**config.mk**
```make
export PLATFORM = sky130hd
export DESIGN_NAME = ofs_fim_mmio_tlp_cpl_gen
export DESIGN_NICKNAME = d
export VERILOG_FILES = /design/src/rtl/ofs_fim_pcie_hdr_def.sv /design/src/rtl/ofs_fim_mmio_tlp_cpl_gen.sv
export SDC_FILE = /design/constraint.sdc
export NUM_CORES = 1
export LEC_CHECK = 0
export ABC_AREA = 0
export BUFFER_PORTS_ARGS = -buffer_cell sky130_fd_sc_hd__buf_2
export CAP_MARGIN = 10
export CORE_AREA = 2 2 211 213
export CTS_BUF_LIST = sky130_fd_sc_hd__clkbuf_16
export CTS_CLUSTER_DIAMETER = 80
export DETAILED_ROUTE_END_ITERATION = 10
export DIE_AREA = 0 0 213 215
export PLACE_DENSITY = 0.58
export SETUP_SLACK_MARGIN = 0.05
export SLEW_MARGIN = 20
export SYNTH_ARGS = -nofsm -noshare
export SYNTH_HDL_FRONTEND = slang
export SYNTH_SLANG_ARGS = --single-unit
export TNS_END_PERCENT = 100
```
**constraint.sdc**
```tcl
create_clock -name clk -period 2.8 [get_ports clk]
set_clock_uncertainty 0.15 [all_clocks]
set_input_delay 0.56 -clock clk [delete_from_list [all_inputs] [get_ports clk]]
set_output_delay 0.56 -clock clk [all_outputs]
set_load 0.05 [all_outputs]
```
**src/rtl/ofs_fim_pcie_hdr_def.sv**
```systemverilog
// PCIe TLP header layouts, format/type codes, completion status codes and decode helpers
// shared by the FIM RX/TX TLP stages.
package ofs_fim_pcie_hdr_def;

    localparam logic [7:0] PCIE_FMTTYPE_MEM_READ32  = 8'h00;
    localparam logic [7:0] PCIE_FMTTYPE_MEM_READ64  = 8'h20;
    localparam logic [7:0] PCIE_FMTTYPE_MEM_WRITE32 = 8'h40;
    localparam logic [7:0] PCIE_FMTTYPE_MEM_WRITE64 = 8'h60;
    localparam logic [7:0] PCIE_FMTTYPE_CFG_RD0     = 8'h04;
    localparam logic [7:0] PCIE_FMTTYPE_CFG_WR0     = 8'h44;
    localparam logic [7:0] PCIE_FMTTYPE_CPL         = 8'h0A;
    localparam logic [7:0] PCIE_FMTTYPE_CPLD        = 8'h4A;

    localparam logic [2:0] PCIE_CPL_STATUS_SC = 3'b000;
    localparam logic [2:0] PCIE_CPL_STATUS_UR = 3'b001;
    localparam logic [2:0] PCIE_CPL_STATUS_CA = 3'b100;

    typedef struct packed {
        logic [7:0] fmttype;
        logic       rsvd0;
        logic [2:0] tc;
        logic [2:0] rsvd1;
        logic       th;
        logic       td;
        logic       ep;
        logic [1:0] attr;
        logic [1:0] rsvd2;
        logic [9:0] length;
    } t_tlp_hdr_dw0;

    typedef struct packed {
        t_tlp_hdr_dw0 dw0;
        logic [15:0]  requester_id;
        logic [7:0]   tag;
        logic [3:0]   last_be;
        logic [3:0]   first_be;
        logic [31:0]  addr;
        logic [31:0]  lsb_addr;
    } t_tlp_mem_req_hdr;

    typedef struct packed {
        t_tlp_hdr_dw0 dw0;
        logic [15:0]  completer_id;
        logic [2:0]   status;
        logic         bcm;
        logic [11:0]  byte_count;
        logic [15:0]  requester_id;
        logic [7:0]   tag;
        logic         rsvd0;
        logic [6:0]   lower_addr;
        logic [31:0]  rsvd1;
    } t_tlp_cpl_hdr;

    function automatic logic func_is_addr64(input logic [7:0] fmttype);
        return fmttype[5];
    endfunction

    function automatic logic func_is_mem_rd(input logic [7:0] fmttype);
        return (fmttype == PCIE_FMTTYPE_MEM_READ32) || (fmttype == PCIE_FMTTYPE_MEM_READ64);
    endfunction

    function automatic logic func_is_mem_wr(input logic [7:0] fmttype);
        return (fmttype == PCIE_FMTTYPE_MEM_WRITE32) || (fmttype == PCIE_FMTTYPE_MEM_WRITE64);
    endfunction

    function automatic logic func_is_mem_req(input logic [7:0] fmttype);
        return func_is_mem_rd(fmttype) || func_is_mem_wr(fmttype);
    endfunction

    function automatic logic func_is_msg(input logic [7:0] fmttype);
        return (fmttype[7:3] == 5'b00110) || (fmttype[7:3] == 5'b01110);
    endfunction

    function automatic logic func_is_completion(input logic [7:0] fmttype);
        return fmttype[4:0] == 5'b01010;
    endfunction

endpackage

```
**src/rtl/ofs_fim_mmio_tlp_cpl_gen.sv**
```systemverilog
// Host MMIO terminator: MWr/MRd TLPs -> registered CSR strobes (T+1); MRd answered with CplD, CSR reads bounded by timeout.
// One request in flight: rx_ready only in IDLE; completion held on tx until tx_ready.
module ofs_fim_mmio_tlp_cpl_gen
    import ofs_fim_pcie_hdr_def::*;
#(
    parameter logic [15:0] COMPLETER_ID   = 16'h0000,
    parameter int          CSR_ADDR_W     = 20,
    parameter int          TIMEOUT_CYCLES = 512
) (
    input  logic                  clk,
    input  logic                  rst_n,

    input  logic                  rx_valid,
    output logic                  rx_ready,
    input  logic [127:0]          rx_hdr,
    input  logic [63:0]           rx_data,

    output logic                  csr_wr,
    output logic                  csr_rd,
    output logic [CSR_ADDR_W-1:0] csr_addr,
    output logic [63:0]           csr_wdata,
    output logic [7:0]            csr_wbe,
    input  logic                  csr_rdata_valid,
    input  logic [63:0]           csr_rdata,

    output logic                  tx_valid,
    input  logic                  tx_ready,
    output logic [127:0]          tx_hdr,
    output logic [63:0]           tx_data,

    output logic                  err_unsup,
    output logic                  err_timeout
);

    localparam int CNT_W = $clog2(TIMEOUT_CYCLES);

    localparam logic [1:0] ST_IDLE    = 2'd0;
    localparam logic [1:0] ST_WR      = 2'd1;
    localparam logic [1:0] ST_RD_WAIT = 2'd2;
    localparam logic [1:0] ST_CPL     = 2'd3;

    logic [1:0]            state_q, state_d;
    logic                  ready_en_q;
    logic                  csr_wr_q, csr_wr_d;
    logic                  csr_rd_q, csr_rd_d;
    logic [CSR_ADDR_W-1:0] csr_addr_q, csr_addr_d;
    logic [63:0]           csr_wdata_q, csr_wdata_d;
    logic [7:0]            csr_wbe_q, csr_wbe_d;
    logic                  tx_valid_q, tx_valid_d;
    t_tlp_cpl_hdr          tx_hdr_q, tx_hdr_d;
    logic [63:0]           tx_data_q, tx_data_d;
    logic                  err_unsup_q, err_unsup_d;
    logic                  err_timeout_q, err_timeout_d;
    logic [CNT_W-1:0]      cnt_q, cnt_d;
    logic                  a2_q, a2_d;
    logic                  len2_q, len2_d;

    t_tlp_mem_req_hdr      req;
    logic [31:0]           req_addr;
    logic [CSR_ADDR_W-1:0] a;
    logic                  len1, len2, legal, accept;
    logic                  timeout_hit;
    logic [63:0]           rdata_sel;
    t_tlp_cpl_hdr          cpld_hdr, ur_hdr;
    logic                  unused_bits;

    assign req      = t_tlp_mem_req_hdr'(rx_hdr);
    assign req_addr = func_is_addr64(req.dw0.fmttype) ? req.lsb_addr : req.addr;
    assign a        = req_addr[CSR_ADDR_W-1:0];
    assign len1     = (req.dw0.length == 10'd1);
    assign len2     = (req.dw0.length == 10'd2);
    assign legal    = func_is_mem_req(req.dw0.fmttype) && (len1 || (len2 && !a[2]));
    assign accept   = rx_valid && rx_ready;

    assign timeout_hit = (cnt_q == CNT_W'(TIMEOUT_CYCLES - 1));
    assign rdata_sel   = csr_rdata_valid ? csr_rdata : '1;

    always_comb begin
        cpld_hdr                  = '0;
        cpld_hdr.dw0.fmttype      = PCIE_FMTTYPE_CPLD;
        cpld_hdr.dw0.tc           = req.dw0.tc;
        cpld_hdr.dw0.attr         = req.dw0.attr;
        cpld_hdr.dw0.length       = req.dw0.length;
        cpld_hdr.completer_id     = COMPLETER_ID;
        cpld_hdr.status           = PCIE_CPL_STATUS_SC;
        cpld_hdr.byte_count       = {req.dw0.length, 2'b00};
        cpld_hdr.requester_id     = req.requester_id;
        cpld_hdr.tag              = req.tag;
        cpld_hdr.lower_addr       = {a[6:2], 2'b00};

        // UR completion carries no data: length 0 but a nominal 4-byte count.
        ur_hdr                    = cpld_hdr;
        ur_hdr.dw0.fmttype        = PCIE_FMTTYPE_CPL;
        ur_hdr.dw0.length         = 10'd0;
        ur_hdr.status             = PCIE_CPL_STATUS_UR;
        ur_hdr.byte_count         = 12'd4;
    end

    always_comb begin
        state_d       = state_q;
        csr_wr_d      = 1'b0;
        csr_rd_d      = 1'b0;
        csr_addr_d    = csr_addr_q;
        csr_wdata_d   = csr_wdata_q;
        csr_wbe_d     = csr_wbe_q;
        tx_valid_d    = tx_valid_q;
        tx_hdr_d      = tx_hdr_q;
        tx_data_d     = tx_data_q;
        err_unsup_d   = 1'b0;
        err_timeout_d = 1'b0;
        cnt_d         = cnt_q;
        a2_d          = a2_q;
        len2_d        = len2_q;

        case (state_q)
            ST_IDLE: begin
                if (accept) begin
                    if (legal && func_is_mem_wr(req.dw0.fmttype)) begin
                        state_d    = ST_WR;
                        csr_wr_d   = 1'b1;
                        csr_addr_d = {a[CSR_ADDR_W-1:3], 3'b000};
                        if (len2) begin
                            csr_wdata_d = rx_data;
                            csr_wbe_d   = {req.last_be, req.first_be};
                        end else begin
                            csr_wdata_d = a[2] ? {rx_data[31:0], 32'h0} : {32'h0, rx_data[31:0]};
                            csr_wbe_d   = a[2] ? {req.first_be, 4'h0} : {4'h0, req.first_be};
                        end
                    end else if (legal) begin
                        state_d    = ST_RD_WAIT;
                        csr_rd_d   = 1'b1;
                        csr_addr_d = {a[CSR_ADDR_W-1:3], 3'b000};
                        cnt_d      = '0;
                        a2_d       = a[2];
                        len2_d     = len2;
                        tx_hdr_d   = cpld_hdr;
                    end else if (func_is_mem_rd(req.dw0.fmttype)) begin
                        state_d     = ST_CPL;
                        tx_valid_d  = 1'b1;
                        tx_hdr_d    = ur_hdr;
                        tx_data_d   = '0;
                        err_unsup_d = 1'b1;
                    end else begin
                        err_unsup_d = 1'b1;
                    end
                end
            end
            ST_WR: begin
                state_d = ST_IDLE;
            end
            ST_RD_WAIT: begin
                if (csr_rdata_valid || timeout_hit) begin
                    state_d       = ST_CPL;
                    tx_valid_d    = 1'b1;
                    err_timeout_d = !csr_rdata_valid;
                    tx_data_d     = len2_q ? rdata_sel
                                           : {32'h0, a2_q ? rdata_sel[63:32] : rdata_sel[31:0]};
                end else begin
                    cnt_d = cnt_q + 1'b1;
                end
            end
            default: begin
                if (tx_ready) begin
                    state_d    = ST_IDLE;
                    tx_valid_d = 1'b0;
                end
            end
        endcase
    end

    always_ff @(posedge clk or negedge rst_n) begin
        if (!rst_n) begin
            state_q       <= ST_IDLE;
            ready_en_q    <= 1'b0;
            csr_wr_q      <= 1'b0;
            csr_rd_q      <= 1'b0;
            csr_addr_q    <= '0;
            csr_wdata_q   <= '0;
            csr_wbe_q     <= '0;
            tx_valid_q    <= 1'b0;
            tx_hdr_q      <= '0;
            tx_data_q     <= '0;
            err_unsup_q   <= 1'b0;
            err_timeout_q <= 1'b0;
            cnt_q         <= '0;
            a2_q          <= 1'b0;
            len2_q        <= 1'b0;
        end else begin
            state_q       <= state_d;
            ready_en_q    <= 1'b1;
            csr_wr_q      <= csr_wr_d;
            csr_rd_q      <= csr_rd_d;
            csr_addr_q    <= csr_addr_d;
            csr_wdata_q   <= csr_wdata_d;
            csr_wbe_q     <= csr_wbe_d;
            tx_valid_q    <= tx_valid_d;
            tx_hdr_q      <= tx_hdr_d;
            tx_data_q     <= tx_data_d;
            err_unsup_q   <= err_unsup_d;
            err_timeout_q <= err_timeout_d;
            cnt_q         <= cnt_d;
            a2_q          <= a2_d;
            len2_q        <= len2_d;
        end
    end

    // ready_en_q keeps rx_ready low while in reset and until the first clock after release.
    assign rx_ready    = ready_en_q && (state_q == ST_IDLE);
    assign csr_wr      = csr_wr_q;
    assign csr_rd      = csr_rd_q;
    assign csr_addr    = csr_addr_q;
    assign csr_wdata   = csr_wdata_q;
    assign csr_wbe     = csr_wbe_q;
    assign tx_valid    = tx_valid_q;
    assign tx_hdr      = tx_hdr_q;
    assign tx_data     = tx_data_q;
    assign err_unsup   = err_unsup_q;
    assign err_timeout = err_timeout_q;

    assign unused_bits = ^{rx_hdr, req_addr};

endmodule

```
# After elaboration in Yosys (flattened, before gate mapping)
# Cells that the tools add are included.
# totals
output_inout_bits,290
in_bits,261
ff_bits,303
elab_cells,129
# classes
n_bitwise,2
n_eq_ne,16
reduce_logical,27
add_sub_neg,1
mux,50
# op_table
op,n
$mux W64,9
$mux W128,2
$pmux W64 S2,1
$mux W20,3
$mux W9,4
$mux W32,1
$mux W1,19
$pmux W9 S2,1
$eq A8 B7 Y1 const B,2
$mux W8,2
$ne A2 B2 Y1 const B,7
$mux W2,6
$reduce_and A4 Y1,3
$eq A10 B1 Y1 const B,1
$eq A10 B2 Y1 const B,1
$add A9 B1 Y9 const B,1
$eq A9 B9 Y1 const B,1
$eq A8 B6 Y1 const B,1
$logic_not A8 Y1,1
$reduce_and A7 Y1,1
$pmux W2 S3,1
$reduce_and A3 Y1,2
$reduce_and A6 Y1,1
$reduce_bool A2 Y1,3
12 further kinds,22

# Longest topological paths before layout
# logic_depth
ltp_word,9
ltp_mapped,10
ltp_nobuf,10

# Worst setup path before layout
# Ideal clock, no wire load.
# synth_path
kind,in2reg
start,input rx_hdr[121]
end,"register csr_wbe_q[4], in the netlist csr_wbe[4]"
path_buffers,2
arrival_ns,2.356
setup_ns,0.130
stages,6
setup_slack_ns,0.164
cell_sequence,or4_1 or4_4 nor4_4 buf_2 buf_2 a31oi_1
# synth_between
elab_chain_cells,6
elab_cells_between_ends,10
# synth_rtl
item,line,source
from (decl),ofs_fim_mmio_tlp_cpl_gen.sv:15,"input logic [127:0] rx_hdr,"
"$eq A8 B6 Y1, or another cell as far along",ofs_fim_pcie_hdr_def.sv:59,return (fmttype == PCIE_FMTTYPE_MEM_READ32) || (fmttype == PCIE_FMTTYPE_MEM_READ64);
"$logic_or A1 B1 Y1, on equally long branches","ofs_fim_pcie_hdr_def.sv:59, ofs_fim_pcie_hdr_def.sv:63",
$logic_or A1 B1 Y1,ofs_fim_pcie_hdr_def.sv:67,return func_is_mem_rd(fmttype) || func_is_mem_wr(fmttype);
$logic_and A1 B1 Y1,ofs_fim_mmio_tlp_cpl_gen.sv:72,assign legal = func_is_mem_req(req.dw0.fmttype) && (len1 || (len2 && !a[2]));
$logic_and A1 B1 Y1 *,ofs_fim_mmio_tlp_cpl_gen.sv:118,if (legal && func_is_mem_wr(req.dw0.fmttype)) begin
$reduce_and A3 Y1 (no source line) *,-,
to (signal assigned),ofs_fim_mmio_tlp_cpl_gen.sv:195,csr_wbe_q <= csr_wbe_d;
to (decl),ofs_fim_mmio_tlp_cpl_gen.sv:48,"logic [7:0] csr_wbe_q, csr_wbe_d;"
# Every way passes the cells marked *; elsewhere a longest branch is shown, timed or not.
# A chain may end at the register's enable or synchronous reset.

# Worst setup path after layout
# layout_path
start,register cnt_q[0]
end,"register tx_data_q[57], in the netlist tx_data[57]"
# layout_between
elab_chain_cells,4
# layout_rtl
item,line,source
from (decl),ofs_fim_mmio_tlp_cpl_gen.sv:54,"logic [CNT_W-1:0] cnt_q, cnt_d;"
from (signal assigned),ofs_fim_mmio_tlp_cpl_gen.sv:201,cnt_q <= cnt_d;
$eq A9 B9 Y1,ofs_fim_mmio_tlp_cpl_gen.sv:75,assign timeout_hit = (cnt_q == CNT_W'(TIMEOUT_CYCLES - 1));
$logic_or A1 B1 Y1,ofs_fim_mmio_tlp_cpl_gen.sv:152,if (csr_rdata_valid || timeout_hit) begin
$ne A2 B2 Y1 (no source line),-,
$reduce_and A6 Y1 (no source line),-,
to (signal assigned),ofs_fim_mmio_tlp_cpl_gen.sv:198,tx_data_q <= tx_data_d;
to (decl),ofs_fim_mmio_tlp_cpl_gen.sv:51,"logic [63:0] tx_data_q, tx_data_d;"
# No other way between the ends.

==> flow_summary.json <==
{
  "via_count": 9227,
  "peakVddDrop_mv": 0.6005,
  "final_area_um2": 14320,
  "r2r-start": "cnt_q[0]$_DFFE_PN0P_",
  "fillers": 4569,
  "dp_hpwl_um": 24330,
  "worst_pin_slew_ps": 674.7,
  "io_pins": 551,
  "holdPathStages": 2,
  "ys_ff_latch": 220,
  "routed_wl_um": 33030,
  "postRouteAntennaNets": 0,
  "die-area_um2": 45800,
  "cts_buffers": 26,
  "clk_pin_slew_worst_paths_ps": 60,
  "yosysWarnings": 0,
  "yosysMostFrequentCell": "dfrtp_1",
  "initial_core_util": 0.2376,
  "finalSetupViolations": 0,
  "setup_tns_ps": 0,
  "antenna_found_initial": 3,
  "slew_viol_final": 0,
  "finalPower_w": 0.01185,
  "yosysTopAreaCell": "dfrtp_1",
  "p_leak_nw": 7.538,
  "grt_pass1_wl_um": 49910,
  "synth_edf_count": 0,
  "cp-end-kind": "flop",
  "syn2layout_area_growth_pct": 38.11,
  "synth_top_area_frac": 0.5308,
  "hold_class": "primary input to flop",
  "fmax_ghz": 0.3846,
  "r2r_setup_slack_ps": 200,
  "period_share": 0.9285,
  "portBuffers": 440,
  "gr-usage-all-layers": 0.1368,
  "drc": 0,
  "postPlaceCellArea_um2": 13380,
  "reg2reg_depth": 11,
  "globalplace.congestion": 0.8101,
  "timing.rr.end": "tx_data[57]$_DFFE_PN0P_",
  "syn-cell-area_um2": 10370,
  "fin_ws_ps": 200.1,
  "clock-root-buffer": "clkbuf_16",
  "fin_nets": 1769,
  "cts_max_path_buffers": 3,
  "path_class": "flop to flop",
  "drive_above_1_share": 0.3870,
  "worstHoldStart": "rx_hdr[76]",
  "critPathMaxFanout": 16,
  "grt_overflow": 0,
  "netlist_top_cells_area": "dfrtp_1 53%, buf_4 6.2%, nand3_1 5.9%",
  "cts_tree": "built",
  "holdPathEnd": "tx_hdr[44]$_DFFE_PN0P_",
  "synth_seq_area_share": 0.5308,
  "rsz0062_at_grt": "no",
  "fin_crit_ps": 2600,
  "synth_common_cells": "220 x dfrtp_1, 122 x nand3_1, 119 x nand2_1",
  "synthCells": 1051,
  "cp_data_required_time_ps": 3130,
  "synth_top_flop_cell": "dfrtp_1",
  "die_h_um": 215,
  "dpl_worst_slack_ps": -1.630,
  "powerDensity_nw_per_um2": 827.0,
  "first_iter_violations": 688,
  "slew_headroom": 0.5502,
  "core_um2": 43640,
  "start_kind": "flop",
  "status": "finished clean",
  "cts.sinks": 220,
  "grt_pass1_vias": 9030,
  "clock_latency_ps": 550,
  "cp.arrival_ps": 2930,
  "row_count": 77,
  "synth-async-reset-ratio": 1.000,
  "via_per_inst": 4.363,
  "cts.htree.levels": 1,
  "avgRoutedWirePerCell_um": 15.62,
  "synth.avg_cell_area_um2": 9.868,
  "finalHoldViolCount": 0,
  "synth_cell_types": 47,
  "grt_max_degree": 79,
  "hold_slack_ps": 91.57,
  "maxCapViolCount": 0,
  "die_w_um": 213,
  "drtPass1Iterations": 5
}
[cell usage in the layout, fill, tap and decap left out, drive strengths merged, types with 4 or more instances in the layout]
cell	netlist	routed
nand2	119	119
nand2b	39	39
a31oi	38	38
a22o	65	65
mux2i	19	19
clkbuf	51	27
ha	5	5
inv	46	48
o21ai	46	46
and2	11	11
a21oi	25	25
dfrtp	220	220
nor2	59	59
conb	2	74
nor4b	4	4
nor4	6	6
clkinv	0	13
nand3	122	122
buf	102	503
mux2	33	33
bufinv	0	5
[what timing repair did]
| action | CTS | global route |
|---|---|---|
| endpoints found under the setup margin | 0 | 11 |
| hold buffers | 1 | 0 |
| gates resized for setup | 0 | 2 |
| hold endpoints to repair | 67 | 0 |
| setup buffers | 0 | 1 |
[logic make-up after synthesis]
logic type	Yosys count	share of synthesized area
buf+inv	199	0.1044
other cells	2	0.0007241
flops	220	0.5308
compound gates	193	0.1266
fa+ha+maj	5	0.006032
mux	52	0.05417
simple gates	380	0.1773
[critical path, cell delays in order, from the launching register on]
cell,delay [ps]
dfrtp_1,380
ha_1,200
nand3_1,160
or2_2,360
nor2_1,120
ha_1,220
o21ai_0,100
buf_4,170
a211oi_4,190
buf_12,150
clkbuf_16,180
a22o_1,140
[state kept, by name, indices dropped and copies added, names as in the netlist, 2 cells and up]
name       count
csr_wdata     64
tx_data       64
tx_hdr        48
csr_addr      17
cnt_q          9
csr_wbe        8
state_q        2
[how the worst max path moves through the flow]
| stage | startpoint | end | slack [ps] | cells after the start |
|---|---|---|---|---|
| floorplan | rx_hdr[121] | csr_wbe[4]$_DFFE_PN0P_ | 160 | 6 |
| global route | cnt_q[0]$_DFFE_PN0P_ | tx_data[55]$_DFFE_PN0P_ | 50 | 11 |
| global placement | rx_hdr[98] | tx_data[18]$_DFFE_PN0P_ | -7 | 9 |
| CTS | cnt_q[0]$_DFFE_PN0P_ | cnt_q[8]$_DFFE_PN0P_ | 120 | 10 |
| detailed placement | rx_hdr[98] | tx_data[11]$_DFFE_PN0P_ | -2 | 9 |
| finish | cnt_q[0]$_DFFE_PN0P_ | tx_data[57]$_DFFE_PN0P_ | 200 | 11 |
[cell type report]
type	instances	area (µm²)	area share
Clock inverter	21	232.7	0.01625
Tap cell	592	740.7	0.05171
Multi-Input combinational cell	704	4099	0.2862
Sequential cell	220	5505	0.3843
Clock buffer	26	650.6	0.04542
Inverter	46	172.7	0.01205
Timing Repair Buffer	505	2920	0.2039
Antenna cell	1	2.502	0.0001747
[through the flow]
stage               std cells  utilization
global placement         2064       0.3065
global route             2114       0.3281
detailed placement       2064       0.3065
finish                   2115       0.3282
CTS                      2112       0.3270
floorplan                1123            -
[where the power goes]
| part | internal [W] | switching [W] |
|---|---|---|
| sequential | 0.00371 | 0.000330 |
| combinational | 0.00130 | 0.00297 |
| clock | 0.00214 | 0.00139 |
[layer usage]
metal,GRT usage,vias to the layer above,wire length (µm)
li1,-,4368,-
met1,0.1645,4458,13440
met2,0.2376,345,16090
met3,0.03770,50,2629
met4,0.03776,6,835
met5,0,-,33
Note: power is estimated with default switching activity, not from simulation.
